## config.mk

```make
export PLATFORM = sky130hd
export DESIGN_NAME = zephyr_core
export DESIGN_NICKNAME = d
export VERILOG_FILES = /design/src/rtl/zephyr_core.sv
export SDC_FILE = /design/constraint.sdc
export NUM_CORES = 1
export LEC_CHECK = 0
export CAP_MARGIN = 20
export CELL_PAD_IN_SITES_DETAIL_PLACEMENT = 0
export CELL_PAD_IN_SITES_GLOBAL_PLACEMENT = 2
export CORE_ASPECT_RATIO = 1.1
export CORE_MARGIN = 2
export CORE_UTILIZATION = 30
export DETAILED_ROUTE_END_ITERATION = 6
export PLACE_DENSITY = 0.74
export RECOVER_POWER = 25
export SYNTH_ARGS = -nofsm -noshare
export SYNTH_HDL_FRONTEND = slang
export SYNTH_SLANG_ARGS = --single-unit
export TNS_END_PERCENT = 5
```

## constraint.sdc

```tcl
create_clock -name CLK -period 4.08 [get_ports CLK]
set_clock_uncertainty 0.1 [all_clocks]
set_input_delay 1.224 -clock CLK [delete_from_list [all_inputs] [get_ports CLK]]
set_output_delay 1.224 -clock CLK [all_outputs]
set_load 0.02 [all_outputs]
```

## src/rtl/zephyr_core.sv

```systemverilog
// zephyr_core: multicycle fetch/decode/execute controller for the zephyr CPU.
// Contains the register file, the ALU and the instruction register. Talks to a
// unified instruction/data memory over a REQ/ACK handshake, so the memory may
// stretch any transaction with wait states.
//
// Ports:
//   CLK        in   1       rising-edge clock
//   RESET      in   1       asynchronous, active-high reset
//   MEM_REQ    out  1       memory request, held until MEM_ACK is sampled high
//   MEM_WE     out  1       1 = write, 0 = read (valid while MEM_REQ)
//   MEM_ADDR   out  ADDR_W  memory address (stable while MEM_REQ)
//   MEM_WDATA  out  DATA_W  store data (valid while MEM_REQ && MEM_WE)
//   MEM_RDATA  in   DATA_W  read data, sampled on the edge where MEM_REQ && MEM_ACK
//   MEM_ACK    in   1       transaction completion, ignored while MEM_REQ is low
//   RETIRE     out  1       one-cycle pulse after an instruction completes
//   DBG_PC     out  ADDR_W  current program counter
//   FLAG_Z     out  1       last ALU result was zero
//   FLAG_C     out  1       last ALU carry (ADD) / no-borrow (SUB), 0 after AND/XOR
//   HALTED     out  1       core is parked in HALT
//
// Instruction word: [DATA_W-1:DATA_W-2] opcode, next SEL_W bits RD, low ADDR_W
// bits memory address (LOAD/STR); ALU ops use [SEL_W+1:2] as RS and [1:0] as FN.
//
// Optional feature macro: ZEPHYR_HALT_EN. When defined, a NOP whose low
// DATA_W-2 bits are all ones halts the core until RESET. When undefined that
// encoding is an ordinary NOP and HALTED is tied low.
module zephyr_core #(
  parameter int ADDR_W = 4,
  parameter int DATA_W = 8,
  parameter int NREG   = 4
) (
  input  logic              CLK,
  input  logic              RESET,
  output logic              MEM_REQ,
  output logic              MEM_WE,
  output logic [ADDR_W-1:0] MEM_ADDR,
  output logic [DATA_W-1:0] MEM_WDATA,
  input  logic [DATA_W-1:0] MEM_RDATA,
  input  logic              MEM_ACK,
  output logic              RETIRE,
  output logic [ADDR_W-1:0] DBG_PC,
  output logic              FLAG_Z,
  output logic              FLAG_C,
  output logic              HALTED
);

  localparam int SEL_W = $clog2(NREG);

  localparam logic [1:0] OP_NOP  = 2'b00;
  localparam logic [1:0] OP_LOAD = 2'b01;
  localparam logic [1:0] OP_STR  = 2'b10;
  localparam logic [1:0] OP_ALU  = 2'b11;

  typedef enum logic [2:0] {
    S_FETCH,
    S_DECODE,
    S_EXECUTE,
    S_MEM,
    S_WB,
    S_HALT
  } state_t;

  state_t              state_q, state_d;
  logic [ADDR_W-1:0]   pc_q, pc_d;
  logic [DATA_W-1:0]   ir_q, ir_d;
  logic [1:0]          op_q, op_d;
  logic [SEL_W-1:0]    rd_q, rd_d;
  logic [SEL_W-1:0]    rs_q, rs_d;
  logic [1:0]          fn_q, fn_d;
  logic [ADDR_W-1:0]   addr_q, addr_d;
  logic [DATA_W-1:0]   ldata_q, ldata_d;
  logic [DATA_W-1:0]   regs_q [NREG];
  logic [DATA_W-1:0]   regs_d [NREG];
  logic                flag_z_q, flag_z_d;
  logic                flag_c_q, flag_c_d;
  logic                mem_req_q, mem_req_d;
  logic                mem_we_q, mem_we_d;
  logic [ADDR_W-1:0]   mem_addr_q, mem_addr_d;
  logic [DATA_W-1:0]   mem_wdata_q, mem_wdata_d;
  logic                retire_q, retire_d;

  logic [ADDR_W-1:0]   pc_inc;
  logic [DATA_W:0]     alu_res;
  logic                halt_now;

  // Result in the low DATA_W bits, carry / no-borrow in the top bit.
  // SUB is a + ~b + 1, so the carry-out is 1 exactly when no borrow occurs.
  function automatic logic [DATA_W:0] alu_f(input logic [DATA_W-1:0] a,
                                            input logic [DATA_W-1:0] b,
                                            input logic [1:0]        fn);
    logic [DATA_W:0] r;
    case (fn)
      2'b00:   r = {1'b0, a} + {1'b0, b};
      2'b01:   r = {1'b0, a} + {1'b0, ~b} + {{DATA_W{1'b0}}, 1'b1};
      2'b10:   r = {1'b0, a & b};
      default: r = {1'b0, a ^ b};
    endcase
    return r;
  endfunction

  assign pc_inc  = pc_q + ADDR_W'(1);
  assign alu_res = alu_f(regs_q[rd_q], regs_q[rs_q], fn_q);

`ifdef ZEPHYR_HALT_EN
  logic halted_q, halted_d;

  // IR still holds the instruction during EXECUTE, so decode HALT straight from it.
  assign halt_now = (op_q == OP_NOP) && (&ir_q[DATA_W-3:0]);
  assign halted_d = halted_q || ((state_q == S_EXECUTE) && halt_now);

  always_ff @(posedge CLK or posedge RESET) begin
    if (RESET) halted_q <= 1'b0;
    else       halted_q <= halted_d;
  end

  assign HALTED = halted_q;
`else
  assign halt_now = 1'b0;
  assign HALTED   = 1'b0;
`endif

  always_comb begin
    state_d     = state_q;
    pc_d        = pc_q;
    ir_d        = ir_q;
    op_d        = op_q;
    rd_d        = rd_q;
    rs_d        = rs_q;
    fn_d        = fn_q;
    addr_d      = addr_q;
    ldata_d     = ldata_q;
    regs_d      = regs_q;
    flag_z_d    = flag_z_q;
    flag_c_d    = flag_c_q;
    mem_req_d   = mem_req_q;
    mem_we_d    = mem_we_q;
    mem_addr_d  = mem_addr_q;
    mem_wdata_d = mem_wdata_q;
    retire_d    = 1'b0;

    case (state_q)
      S_FETCH: begin
        if (!mem_req_q) begin
          // Only reached straight out of reset; every other entry into
          // FETCH already raises the request for the next PC.
          mem_req_d  = 1'b1;
          mem_we_d   = 1'b0;
          mem_addr_d = pc_q;
        end else if (MEM_ACK) begin
          ir_d      = MEM_RDATA;
          mem_req_d = 1'b0;
          state_d   = S_DECODE;
        end
      end

      S_DECODE: begin
        op_d    = ir_q[DATA_W-1 -: 2];
        rd_d    = ir_q[DATA_W-3 -: SEL_W];
        rs_d    = ir_q[SEL_W+1:2];
        fn_d    = ir_q[1:0];
        addr_d  = ir_q[ADDR_W-1:0];
        state_d = S_EXECUTE;
      end

      S_EXECUTE: begin
        case (op_q)
          OP_LOAD: begin
            mem_req_d  = 1'b1;
            mem_we_d   = 1'b0;
            mem_addr_d = addr_q;
            state_d    = S_MEM;
          end
          OP_STR: begin
            mem_req_d   = 1'b1;
            mem_we_d    = 1'b1;
            mem_addr_d  = addr_q;
            mem_wdata_d = regs_q[rd_q];
            state_d     = S_MEM;
          end
          default: begin
            retire_d = 1'b1;
            if (halt_now) begin
              state_d = S_HALT;
            end else begin
              if (op_q == OP_ALU) begin
                regs_d[rd_q] = alu_res[DATA_W-1:0];
                flag_z_d     = (alu_res[DATA_W-1:0] == '0);
                flag_c_d     = alu_res[DATA_W];
              end
              pc_d       = pc_inc;
              mem_req_d  = 1'b1;
              mem_we_d   = 1'b0;
              mem_addr_d = pc_inc;
              state_d    = S_FETCH;
            end
          end
        endcase
      end

      S_MEM: begin
        if (MEM_ACK) begin
          if (mem_we_q) begin
            // Store done: go straight into the next fetch, keeping REQ high.
            pc_d       = pc_inc;
            retire_d   = 1'b1;
            mem_we_d   = 1'b0;
            mem_addr_d = pc_inc;
            state_d    = S_FETCH;
          end else begin
            ldata_d   = MEM_RDATA;
            mem_req_d = 1'b0;
            state_d   = S_WB;
          end
        end
      end

      S_WB: begin
        regs_d[rd_q] = ldata_q;
        pc_d         = pc_inc;
        retire_d     = 1'b1;
        mem_req_d    = 1'b1;
        mem_we_d     = 1'b0;
        mem_addr_d   = pc_inc;
        state_d      = S_FETCH;
      end

      S_HALT: begin
        state_d = S_HALT;
      end

      default: begin
        state_d = S_FETCH;
      end
    endcase
  end

  always_ff @(posedge CLK or posedge RESET) begin
    if (RESET) begin
      state_q     <= S_FETCH;
      pc_q        <= '0;
      ir_q        <= '0;
      op_q        <= '0;
      rd_q        <= '0;
      rs_q        <= '0;
      fn_q        <= '0;
      addr_q      <= '0;
      ldata_q     <= '0;
      for (int i = 0; i < NREG; i++) regs_q[i] <= '0;
      flag_z_q    <= 1'b0;
      flag_c_q    <= 1'b0;
      mem_req_q   <= 1'b0;
      mem_we_q    <= 1'b0;
      mem_addr_q  <= '0;
      mem_wdata_q <= '0;
      retire_q    <= 1'b0;
    end else begin
      state_q     <= state_d;
      pc_q        <= pc_d;
      ir_q        <= ir_d;
      op_q        <= op_d;
      rd_q        <= rd_d;
      rs_q        <= rs_d;
      fn_q        <= fn_d;
      addr_q      <= addr_d;
      ldata_q     <= ldata_d;
      regs_q      <= regs_d;
      flag_z_q    <= flag_z_d;
      flag_c_q    <= flag_c_d;
      mem_req_q   <= mem_req_d;
      mem_we_q    <= mem_we_d;
      mem_addr_q  <= mem_addr_d;
      mem_wdata_q <= mem_wdata_d;
      retire_q    <= retire_d;
    end
  end

  assign MEM_REQ   = mem_req_q;
  assign MEM_WE    = mem_we_q;
  assign MEM_ADDR  = mem_addr_q;
  assign MEM_WDATA = mem_wdata_q;
  assign RETIRE    = retire_q;
  assign DBG_PC    = pc_q;
  assign FLAG_Z    = flag_z_q;
  assign FLAG_C    = flag_c_q;

endmodule
```

# Word level (Yosys, flattened, before mapping)
# Index checks and enable logic that the tools add are counted.
# totals
ff_bits,84
input_bits,11
# op_classes
addsub,4
n_lt_le_gt_ge,3
n_eq_ne,18
n_mux,40
bitwise_logic,7
n_reduce_logical,20
# ops
op,n
bitwise mux 32 bit,2
two-way mux 32 bit,2
case mux 32 bit (2 select lines),1
two-way mux 8 bit,5
binary-select mux 8 bit (select 2 bit),2
case mux 9 bit (3 select lines),1
AND reduction 3 bit,7
two-way mux 4 bit,5
adder 8 x 8 -> 9 bit,2
demux 8 bit (select 2 bit),1
!= test 2 bit (second input constant),8
case mux 4 bit (4 select lines),1
case mux 3 bit (5 select lines),1
two-way mux 3 bit,4
case mux 4 bit (3 select lines),1
two-way mux 1 bit,10
adder 9 x 1 -> 9 bit (second input constant),1
AND 8 bit,1
zero test 8 bit,1
NOT 8 bit,1
AND reduction 4 bit,2
XOR 8 bit,1
== test 2 bit (second input constant),3
== test 3 x 2 -> 1 bit (second input constant),2
other kinds (19),27

# Depth between registers and ports, before layout
# Gate-level depths: netlist of run 1.
# depth
ltp_word,12
depth_mapped,13
ltp_nobuf,12

# Worst setup path before layout of run 1
# No wires, ideal clock.
# synth_timing
kind,reg-to-reg
from,register rs_q[0]
to,register flag_z_q (netlist: FLAG_Z)
setup_time_ps,92
t_arrival_ps,3363
t_required_ps,3888
slack_ps,525
path_stages_with_launch,12
path_buffers,1
period_less_slack_ps,3555
cell_sequence,dfrtp_1 > clkbuf_1 > mux4_2 > ha_1 > fa_1 > nor2b_2 > o31ai_2 > o311ai_2 > xnor2_1 > a221o_1 > nand2b_1 > o31ai_2
# synth_via
elab_chain_cells,9
# synth_rtl
item,line,text
from (decl),68,"logic [SEL_W-1:0] rs_q, rs_d;"
from (signal assigned),262,rs_q <= rs_d;
NOT 2 -> 3 bit (not written as such) *,102,"assign alu_res = alu_f(regs_q[rd_q], regs_q[rs_q], fn_q);"
binary-select mux 8 bit (select 2 bit) *,102,
two-way mux 8 bit (not written as such) * (2 in series),102,
NOT 8 bit,94,"2'b01: r = {1'b0, a} + {1'b0, ~b} + {{DATA_W{1'b0}}, 1'b1};"
adder 8 x 8 -> 9 bit,94,
adder 9 x 1 -> 9 bit,94,
case mux 9 bit (3 select lines) *,92,case (fn)
zero test 8 bit *,187,flag_z_d = (alu_res[DATA_W-1:0] == '0);
to (signal assigned),267,flag_z_q <= flag_z_d;
to (decl),74,"logic flag_z_q, flag_z_d;"
# Every way passes the cells marked *; elsewhere a longest branch is shown, timed or not. The select of a mux whose other input is x is not followed.
# A chain may end at the register's enable or synchronous reset.

# Worst setup path after layout of run 1
# layout_timing
from,register rd_q[0]
to,register flag_z_q (netlist: FLAG_Z)
# layout_via
elab_chain_cells,8
# layout_rtl
item,line,text
from (decl),67,"logic [SEL_W-1:0] rd_q, rd_d;"
from (signal assigned),261,rd_q <= rd_d;
NOT 2 -> 3 bit (not written as such) *,102,
binary-select mux 8 bit (select 2 bit) *,102,
two-way mux 8 bit (not written as such) * (2 in series),102,
adder 8 x 8 -> 9 bit,94,
adder 9 x 1 -> 9 bit,94,
case mux 9 bit (3 select lines) *,92,
zero test 8 bit *,187,
# Marks and branches as above.

==> results.txt, run 1 <==
----------------------------------------------------
[Status]
  Result of the run ... finished with violations
  Violations in the final reports ... capacitance limit, slew limit

[Placed design]
  GP Congestion ... 0.822
  Placed cell count ... approximately 660
  Instance area at placement ... 5280 µm²
  Port Buffers ... 31
  Placed wire-length estimate after detailed placement ... 8.87 mm

[Timing]
  Actual transition at the worst max-transition pin ... 2.01 ns
  Unrepaired setup endpoints after global routing ... false
  Aggregate negative setup slack ... 0 ns
  Relative slew slack ... -0.342
  Setup violation total in the final timing report ... 0
  Final period demand of the worst path ... 3.57 ns
  Period utilisation layout ... 0.875
  Fmax achieved ... 280 MHz
  Final hold slack ... 0.388 ns
  Hold Fails Final Rpt ... 0
  Final slew viol count ... 81

[Synthesis]
  Top cell type by total area after synthesis ... dfrtp_1
  Netlist cell types ... 57
  Number of instances in the synthesized netlist ... between 400 and 500
  Sequential-to-total area share from yosys stat ... 0.418
  Post-synthesis adder-cell area fraction ... 0.0633
  Compound-gate portion of the synthesized area ... 0.143
  Top area cells in the synthesized netlist ... dfrtp_1, mux2_2, mux4_2
  Commonest cells in the synthesized netlist ... dfrtp_1, nand2_1, mux2_2, nor2_1, o21ai_0
  Number of enable flip-flop cells after synthesis ... 0
  Share of synthesized flip-flops with an asynchronous set or reset ... 1.00
  Top FF cell, synth ... dfrtp_1
  Register bit count reported by yosys ... 80
  Mean post-synth cell area ... about 11 µm²
  Area of the mapped netlist ... 4790 µm²
  Xor/xnor cell area share of the yosys netlist ... 0.0201
  Dominant combinational cell family by area after synthesis ... multiplexers
  Warnings from Yosys ... 0
  Most frequently used cell type in the post-synthesis netlist ... dfrtp_1
  Multiplexer fraction of the synthesized cell area ... 0.180
  Area share of and/or/nand/nor cells after synthesis ... 0.130
  Number of nets produced by synthesis ... 488
  Share of the synthesized area in the top cell type ... 0.418

[Final layout]
  Nets ... 510
  Area of all placed cells without fillers ... 5610 µm²
  Number of fill cells ... around 1500
  Share of layout cells above drive strength 1 ... 0.185
  Number of standard cells in the layout, taps in and fillers out ... 681
  Area added between synthesis and finish ... 17.2%
  Diodes inserted ... 0

[Clock tree]
  Post-CTS setup repair buffer count ... 0
  Number of H-tree branching levels ... 3
  Post-cts gate resize count ... 0
  Inserted Clock Buffers ... 9
  Clock-pin slew reported for the worst setup and hold paths after clock tree synthesis ... 0.06 ns
  Longest Clk Path Bufs ... 2
  Total of hold buffers inserted after clock tree synthesis ... 0
  TritonCTS Sinks ... 80
  TritonCTS clock tree ... done
  Cell at the root of the clock tree ... clkbuf_16
  Clk Latency, worst-skew pair ... 0.34 ns

[Setup path]
  CP most frequent cell ... o31ai_2
  CP max stage cell ... mux4_2
  Launching element type of the critical path ... flop
  Data required time of the critical path ... 4.23 ns
  Type of the setup path with the least slack ... reg2reg
  Arrival time of the worst setup path ... 3.72 ns
  CP cell instances ... mux4_2, ha_1, fa_1, nor2b_2, o31ai_2, o311ai_2, xnor2_1, a221o_1, nand2b_1, o31ai_2
  Critical Path Fanout Max ... 6
  Peak per-stage delay on the critical path ... 0.58 ns
  Crit end category ... flop

[Pwr]
  Leakage component of the power ... 2.40 nW
  Power per Cell Area ... 882 nW/µm²
  Reported net switching power ... 2.09 mW
  Internal portion of total power ... roughly 2.9 mW
  Combinational share of power ... 0.513
  Worst vdd ir ... ~0.27 mV
  Sequential fraction of design power ... 0.297
  Sw frac ... 0.422
  Clock power share ... 0.190

[Global route]
  Global router's overall resource usage ... 0.148
  Vias in the first global route ... 3587
  Gr ovfl total ... 0
  Initial antenna violation count ... 0
  Largest net degree at the start of global routing ... 81
  First-pass GRT wire length ... 19.7 mm

[Hold path]
  Worst hold path class ... reg2reg

[Drt]
  Met2 routed wirelength ... 5.71 mm
  Top layer in use ... met4
  Starting DRC count in detailed routing ... 335
  Wire length per cell after detailed routing ... between 15 and 20 µm
  Met3 Wirelength ... 366 µm
  DR vias/cell ... 5.18
  Detailed-routing iteration count for the pre-antenna-repair pass ... 4
  Total via count after detailed routing ... 3527
  Post-detailed-route DRC marker count ... 0
  Post-Route M1 WL ... 5.74 mm
  Routed Antenna Nets ... 0
  Total wire length ... 12.0 mm

[Floorplan]
  Effective utilization at floorplan ... 0.305
  Core Rows ... 48
  Total I/O pin count ... 33
  Area inside the core boundary ... 15700 µm²
  Horizontal extent of the die ... 124 µm
  Die Footprint ... 17000 µm²
  Die height ... 136 µm

[Run]
  Max-cap violations ... 1

----------------------------------------------------
-- layer usage --
layer,vias to the layer above,GRT usage
li1,1678,-
met2,68,0.241
met4,0,0.0655
met1,1767,0.199
met3,14,0.0205
met5,-,0
-- power groups by stage --
stage	logic, mW	clock network (mW)	registers (mW)
after global placement	2.51	0	1.47
after CTS	2.54	0.951	1.47
final	2.54	0.940	1.47
after detailed placement	2.53	0	1.48
after global routing	2.78	0.982	1.52
after floorplan	1.92	0	1.37
-- metrics by stage --
step	util	power [mW]	setup slack, ns
after global placement	0.337	3.98	0.574
final	0.358	4.95	0.512
after global routing	0.358	5.29	0.257
after detailed placement	0.337	4.01	0.514
after floorplan	-	3.29	0.525
after CTS	0.358	4.96	0.500
-- cells in the final DEF (no fill, tap or decap), drive strengths merged, types with 2 or more instances in the layout --
master         instances
a21boi                 2
a21o                   6
a21oi                 18
a221oi                 3
a22o                   2
a22oi                  2
a311oi                 2
a31oi                  6
a32oi                  2
and2                   5
and3                   2
buf                    7
bufinv                 3
clkbuf                12
clkdlybuf4s50         30
dfrtp                 80
fa                     2
ha                    21
inv                   20
mux2                  38
mux2i                  5
mux4                  17
nand2                 59
nand2b                10
nand3                  6
nand3b                 5
nand4                  2
nor2                  26
nor2b                  6
nor3                   3
nor3b                  4
o21ai                 29
o22ai                  2
o31a                   2
o31ai                 15
xnor2                  9
xor2                   2
-- worst paths after layout --
check	from	endpoint	slack (ns)	cells past startpoint
worst max-delay path	rd_q[0]$_DFFE_PP0P_	FLAG_Z$_DFFE_PP0P_	0.51	10
worst min-delay path	FLAG_Z$_DFFE_PP0P_	FLAG_Z$_DFFE_PP0P_	0.39	2
worst max register to register	rd_q[0]$_DFFE_PP0P_	FLAG_Z$_DFFE_PP0P_	0.51	10
worst min register to register	FLAG_Z$_DFFE_PP0P_	FLAG_Z$_DFFE_PP0P_	0.39	2
max in group asynchronous	RESET	regs_q[16]$_DFFE_PP0P_	0.70	3
min in group asynchronous	RESET	FLAG_C$_DFFE_PP0P_	1.98	3
-- registers in the layout (all words and copies together) (netlist names), 2 cells and up --
name and count:
regs_q 32, MEM_WDATA 8, ir_q 8, ldata_q 8
DBG_PC 4, MEM_ADDR 4, state_q 3, op_q 2
rd_q 2, rs_q 2
-- worst max-delay path, delay by kind of cell (launching register included) --
family	cells	cell delay, ns
AOI/OAI and AO/OA	4	1.07
xor gates and xnor gates	1	0.16
adders and majority gates	2	0.70
muxes	1	0.58
DFF	1	0.53
and+or+nand+nor	2	0.34
-- cells by family after synthesis --
logic type | count (synthesis)
fa+ha+maj | 23
flops | 80
compound gates | 100
xor+xnor | 11
mux | 60
other cells | 1
simple gates | 131
buf+inv | 48
-- area by class of cell --
type	instances	area [µm²]	share of cell area
sequential	80	2000	0.357
tap	200	250	0.0446
timing repair buffer	39	372	0.0662
clock inverter	5	104	0.0185
inverter	20	76.3	0.0136
clock buffer	11	233	0.0415
multi-input combinational	326	2570	0.459
(Power assumes the default switching activity.)
==> inputs of run 2 (changes only) <==
RECOVER_POWER = default   (was 25)
==> results.txt, run 2 (synthesized netlist as in run 1, its figures left out) <==
----------------------------------------------------
[Placed design]
  Port Buffers ... 31
  GP Congestion ... between 0.8 and 0.9
  Placed wire-length estimate after detailed placement ... 8.87 mm
  Setup Slack @ Placement ... 0.514 ns

[Run]
  Max-cap violations ... 0

[Clock tree]
  Longest Clk Path Bufs ... 2
  Total of hold buffers inserted after clock tree synthesis ... 0
  Clk Latency, worst-skew pair ... 0.34 ns
  Clock-pin slew reported for the worst setup and hold paths after clock tree synthesis ... 0.06 ns
  TritonCTS clock tree ... done
  Number of H-tree branching levels ... 3
  Post-cts gate resize count ... 0
  Cell at the root of the clock tree ... clkbuf_16
  Inserted Clock Buffers ... 9
  TritonCTS Sinks ... 80
  Post-CTS setup repair buffer count ... 0

[Drt]
  Met2 routed wirelength ... ~5.7 mm
  Routed Antenna Nets ... 0
  Starting DRC count in detailed routing ... 347
  DR vias/cell ... 5.15
  Post-detailed-route DRC marker count ... 0
  Top layer in use ... met4
  Wire length per cell after detailed routing ... roughly 18 µm
  Total wire length ... 12.0 mm
  Total via count after detailed routing ... between 3000 and 4000
  Detailed-routing iteration count for the pre-antenna-repair pass ... 4
  Met3 Wirelength ... 338 µm
  Post-Route M1 WL ... 5.75 mm

[Setup path]
  Arrival time of the worst setup path ... 3.72 ns
  Crit end category ... flop
  Worst reg2reg endpoint ... FLAG_Z$_DFFE_PP0P_
  Launching element type of the critical path ... flop
  End point of the critical path ... FLAG_Z$_DFFE_PP0P_
  Launching point of the worst reg2reg path ... rd_q[0]$_DFFE_PP0P_
  Critical Path Fanout Max ... 6
  Data required time of the critical path ... 4.23 ns
  Worst Reg2Reg Path Length in Cells ... 10
  Setup slack on the worst flop-to-flop path ... 0.51 ns
  Worst setup path startpoint ... rd_q[0]$_DFFE_PP0P_
  Type of the setup path with the least slack ... reg2reg

[Pwr]
  Sequential fraction of design power ... 0.297
  Combinational share of power ... 0.514
  Sw frac ... 0.421
  Power per Cell Area ... approximately 880 nW/µm²
  Reported net switching power ... 2.08 mW
  Internal portion of total power ... 2.86 mW
  Worst vdd ir ... 0.272 mV
  Clock power share ... 0.189
  Leakage component of the power ... 2.41 nW

[Timing]
  Actual transition at the worst max-transition pin ... 0.880 ns
  Period utilisation layout ... 0.874
  Final period demand of the worst path ... 3.57 ns
  Final slew viol count ... 0
  Hold Fails Final Rpt ... 0
  Fmax achieved ... 280 MHz
  Setup violation total in the final timing report ... 0
  Unrepaired setup endpoints after global routing ... false
  Aggregate negative setup slack ... 0 ns
  Least setup slack across all paths after layout ... 0.513 ns
  Relative slew slack ... 0.413

[Floorplan]
  Die Footprint ... 17000 µm²
  Effective utilization at floorplan ... 0.305
  Horizontal extent of the die ... 124 µm
  Total I/O pin count ... 33
  Core Rows ... 48
  Die height ... 136 µm
  Area inside the core boundary ... approximately 16000 µm²

[Final layout]
  Flip-flop count of the largest register, all copies and words added ... 32
  Highest-count cells in the layout ignoring fill and taps ... dfrtp_1, nand2_1, mux2_2
  Most common cell after layout, fill and taps aside ... dfrtp_1
  Largest register by flop count ... regs_q
  Area added between synthesis and finish ... 17.5%
  Number of fill cells ... 1515
  Nets ... 510
  Share of layout cells above drive strength 1 ... 0.185
  Diodes inserted ... 0

[Global route]
  First-pass GRT wire length ... about 20 mm
  Vias in the first global route ... 3587
  Largest net degree at the start of global routing ... 81
  Global router's overall resource usage ... 0.148
  Gr ovfl total ... 0
  Initial antenna violation count ... 0

[Hold path]
  Worst hold path class ... reg2reg

[Status]
  Result of the run ... completed

----------------------------------------------------
==> run 2: changes by cell type in the layout (fill, tap and decap cells not counted), sizes merged <==
cell / change
clkinv: +1
clkdlybuf4s50: +1
buf: +1
clkbuf: -1
dlygate4sd3: -1
clkinvlp: -1
==> run 2: metal layers <==
layer,global-route usage,up-vias
met2,0.241,58
li1,-,1677
met3,0.0205,16
met5,0,-
met1,0.199,1757
met4,0.0655,0
==> run 2: how the worst min path moves through the flow <==
stage / endpoint / slack (ns) / from / cells after the start
after floorplan: op_q[0]$_DFFE_PP0P_ / 0.34 / ir_q[6]$_DFFE_PP0P_ / 2
after global placement: op_q[0]$_DFFE_PP0P_ / 0.37 / ir_q[6]$_DFFE_PP0P_ / 2
after detailed placement: op_q[0]$_DFFE_PP0P_ / 0.37 / ir_q[6]$_DFFE_PP0P_ / 2
after CTS: op_q[0]$_DFFE_PP0P_ / 0.39 / ir_q[6]$_DFFE_PP0P_ / 2
after global routing: op_q[0]$_DFFE_PP0P_ / 0.42 / ir_q[6]$_DFFE_PP0P_ / 2
final: FLAG_Z$_DFFE_PP0P_ / 0.39 / FLAG_Z$_DFFE_PP0P_ / 2
==> run 2: critical path: stages (launching register included) <==
cell	delay, ns
dfrtp_1	0.53
mux4_2	0.58
ha_1	0.29
fa_1	0.41
nor2b_2	0.17
o31ai_2	0.34
o311ai_2	0.16
xnor2_1	0.15
a221o_1	0.33
nand2b_1	0.17
o31ai_2	0.24
==> run 2: final cells by class <==
cell class | instances | area [µm²] | share of cell area
repair buffers | 39 | 387 | 0.0687
clock inverters | 5 | 104 | 0.0185
multi-input cells | 326 | 2570 | 0.458
flip-flops and latches | 80 | 2000 | 0.356
inverters | 20 | 76.3 | 0.0136
well taps | 200 | 250 | 0.0445
clock buffers | 11 | 233 | 0.0414
==> run 2: power by group through the flow <==
| stage | sequential [mW] | clock, mW | combinational [mW] |
|---|---|---|---|
| after floorplan | 1.37 | 0 | 1.92 |
| after global placement | 1.47 | 0 | 2.51 |
| after detailed placement | 1.48 | 0 | 2.53 |
| after CTS | 1.47 | 0.951 | 2.54 |
| after global routing | 1.52 | 0.982 | 2.79 |
| final | 1.47 | 0.935 | 2.54 |
==> run 2: through the flow <==
step | power (mW) | cells | instance area [µm²] | hold slack, ns | utilization
after CTS | 4.96 | 680 | 5620 | 0.393 | 0.358
after detailed placement | 4.01 | 664 | 5280 | 0.375 | 0.337
after global placement | 3.98 | 664 | 5280 | 0.371 | 0.337
after global routing | 5.29 | 681 | 5630 | 0.425 | 0.359
final | 4.94 | 681 | 5630 | 0.388 | 0.359
after floorplan | 3.29 | 454 | 4790 | 0.344 | -
==> variant (flow settings as in run 2) <==
Re-encode `state_t` (6 states) as Gray code, 3 bits wide.
--- a/src/rtl/zephyr_core.sv
+++ b/src/rtl/zephyr_core.sv
@@ -53,10 +53,10 @@
 
   typedef enum logic [2:0] {
-    S_FETCH,
-    S_DECODE,
-    S_EXECUTE,
-    S_MEM,
-    S_WB,
-    S_HALT
+    S_FETCH   = 3'b000,
+    S_DECODE  = 3'b001,
+    S_EXECUTE = 3'b011,
+    S_MEM     = 3'b010,
+    S_WB      = 3'b110,
+    S_HALT    = 3'b111
   } state_t;
 
Check against the original RTL: same outputs for any inputs over 4 cycles, from zero or initial values and one cycle with RESET high; so few cycles prove little.
==> variant against run 2 <==
- routed wire length fell by 1.2%
- sequential cell count did not move
- synthesized area rose by 0.21%
- critical path type unchanged
- worst setup slack improved by 110 ps
- maximum frequency rose by 3.3%
- first-iteration DRC count fell by 60%
- global-route usage fell by 0.39 points
- design area fell by 0.89%
- largest cell class unchanged
Power is not compared: it rests on default switching activity, and its combinational part moved more than twofold at a synthesized area within 25%.
==> variant: results (changes against run 2) <==
Parameter                              Value

Outcome
  Status    complete, no violations (unchanged)

Detailed routing
  Number of vias after detailed routing    3,441 (was 3,508)
  Iteration-0 DRC count of the detailed router    140 (was 347)
  Wire per inst    17.9 µm (was 17.6 µm)

Final layout
  Final layout net count    492 (was 510)
  # fillers    1,573 (was 1,515)
  Ratio of cells with drive above 1 in the final layout    22.1% (was 18.5%)

Synthesis
  Sequential fraction of the synthesis area    41.7% (was 41.8%)
  Cell types with the highest counts after synthesis    80 x sky130_fd_sc_hd__dfrtp_1, 55 x sky130_fd_sc_hd__mux2_2, 39 x sky130_fd_sc_hd__nand2_1 (was 80 x sky130_fd_sc_hd__dfrtp_1, 59 x sky130_fd_sc_hd__nand2_1, 38 x sky130_fd_sc_hd__mux2_2)
  Library cells used by synthesis    65 (was 57)
  Largest cells by area after synthesis    sky130_fd_sc_hd__dfrtp_1 42%, sky130_fd_sc_hd__mux2_2 13%, sky130_fd_sc_hd__mux4_2 8.0% (was sky130_fd_sc_hd__dfrtp_1 42%, sky130_fd_sc_hd__mux2_2 8.9%, sky130_fd_sc_hd__mux4_2 8.0%)
  Number of nets in the synthesized netlist    470 (was 488)

Setup path
  Slack of the worst reg-to-reg path    630 ps (was 510 ps)
  Worst reg2reg path endpoint    regs_q[29]$_DFFE_PP0P_ (was FLAG_Z$_DFFE_PP0P_)
  Highest net fanout along the worst path    13 (was 6)
  CP startpoint    rd_q[1]$_DFFE_PP0P_ (was rd_q[0]$_DFFE_PP0P_)
  Critical-path cell with the highest stage delay    sky130_fd_sc_hd__dfrtp_1 (was sky130_fd_sc_hd__mux4_2)
  Largest incremental delay on the critical path    700 ps (was 580 ps)
  Depth of the most critical reg-to-reg path    8 (was 10)
  Data arrival, critical path    3580 ps (was 3720 ps)

Place
  Cell Area, Placed    5280 µm² (about the same)
  Post-detail-place hpwl    8710 µm (was 8870 µm)
  Routability cong.    0.792 (was 0.822)

Global route
  Number of antenna violations at the first check in global routing    0 (unchanged)
  Largest net degree at the start of global routing    49 (was 81)
  Global-route wire length before repair    19,300 µm (was 19,700 µm)
  GRT Util Overall    14.5% (was 14.8%)
  Vias in the first global route    3,545 (was 3,587)

STA
  Transition time of the tightest slew-check pin    855 ps (was 880 ps)

Clocking
  Clock-pin transition on the worst setup and hold timing paths    60 ps (about the same)
  Level count of the clock H-tree    3 (unchanged)

Hold path
  End point of the worst hold path    op_q[0]$_DFFE_PP0P_ (was FLAG_Z$_DFFE_PP0P_)
  Start point of the worst hold path    ir_q[6]$_DFFE_PP0P_ (was FLAG_Z$_DFFE_PP0P_)
-- variant: power by group --
group          leakage (nW)  switching, mW  internal, mW  total (mW)
Clock                 0.148          0.322         0.487       0.809
Sequential             1.09              0         0.793       0.793
Combinational          1.31         0.0203        0.0108      0.0310
Total                  2.54          0.342          1.29        1.63
-- variant: worst reg2reg max path, cell delays in order, from the launching register on --
cell and delay (ps):
sky130_fd_sc_hd__dfrtp_1 700, sky130_fd_sc_hd__mux4_2 460, sky130_fd_sc_hd__ha_1 470, sky130_fd_sc_hd__a21o_1 290
sky130_fd_sc_hd__a31oi_1 210, sky130_fd_sc_hd__a21oi_1 100, sky130_fd_sc_hd__a311oi_1 410, sky130_fd_sc_hd__a31oi_1 260
sky130_fd_sc_hd__mux2_2 340
-- variant: how the worst max path moves through the flow --
stage / cells after the start / slack (ps) / endpoint
finish: 8 / 630 / regs_q[29]$_DFFE_PP0P_
global route: 9 / 410 / regs_q[13]$_DFFE_PP0P_
CTS: 11 / 660 / regs_q[22]$_DFFE_PP0P_
detailed placement: 11 / 670 / regs_q[22]$_DFFE_PP0P_
global placement: 9 / 670 / FLAG_Z$_DFFE_PP0P_
floorplan: 1 / 700 / DBG_PC[0]$_DFFE_PP0P_
-- variant: layout make-up --
| class | count | area [µm²] | area share [%] |
|---|---|---|---|
| flip-flops and latches | 80 | 2000 | 35.9 |
| clock buffers | 10 | 239 | 4.29 |
| inverters | 25 | 95.1 | 1.71 |
| clock inverters | 5 | 57.6 | 1.03 |
| well taps | 200 | 250 | 4.49 |
| repair buffers | 36 | 360 | 6.46 |
| multi-input cells | 306 | 2570 | 46.1 |
-- variant: metal layers --
| layer | up-vias | track usage [%] | part of all wire, % |
|---|---|---|---|
| met3 | 15 | 2.62 | 3.1 |
| met4 | 0 | 5.49 | 2.1 |
| met5 | - | 0 | 0 |
| met2 | 59 | 24.8 | 49 |
| li1 | 1630 | - | - |
| met1 | 1737 | 18.3 | 46 |
-- variant: cells by family after synthesis --
group,count (synthesis),share of synthesized area (%)
adders and majority gates,23,6.31
and+or+nand+nor,104,10.8
other,1,0.0782
buffers and inverters,50,4.77
DFF,80,41.7
xor gates and xnor gates,7,1.28
AOI/OAI and AO/OA,92,12.7
muxes,79,22.4
-- variant: per-stage QoR --
| step | worst slack [ps] | instances | total power, mW | util [%] | hold WS [ps] |
|---|---|---|---|---|---|
| after floorplan | 704 | 436 | 0.822 | - | 344 |
| after global placement | 673 | 647 | 0.840 | 33.7 | 369 |
| after detailed placement | 671 | 647 | 0.840 | 33.7 | 369 |
| after CTS | 660 | 662 | 1.66 | 35.6 | 383 |
| after global routing | 413 | 662 | 1.68 | 35.6 | 415 |
| final | 628 | 662 | 1.63 | 35.6 | 381 |
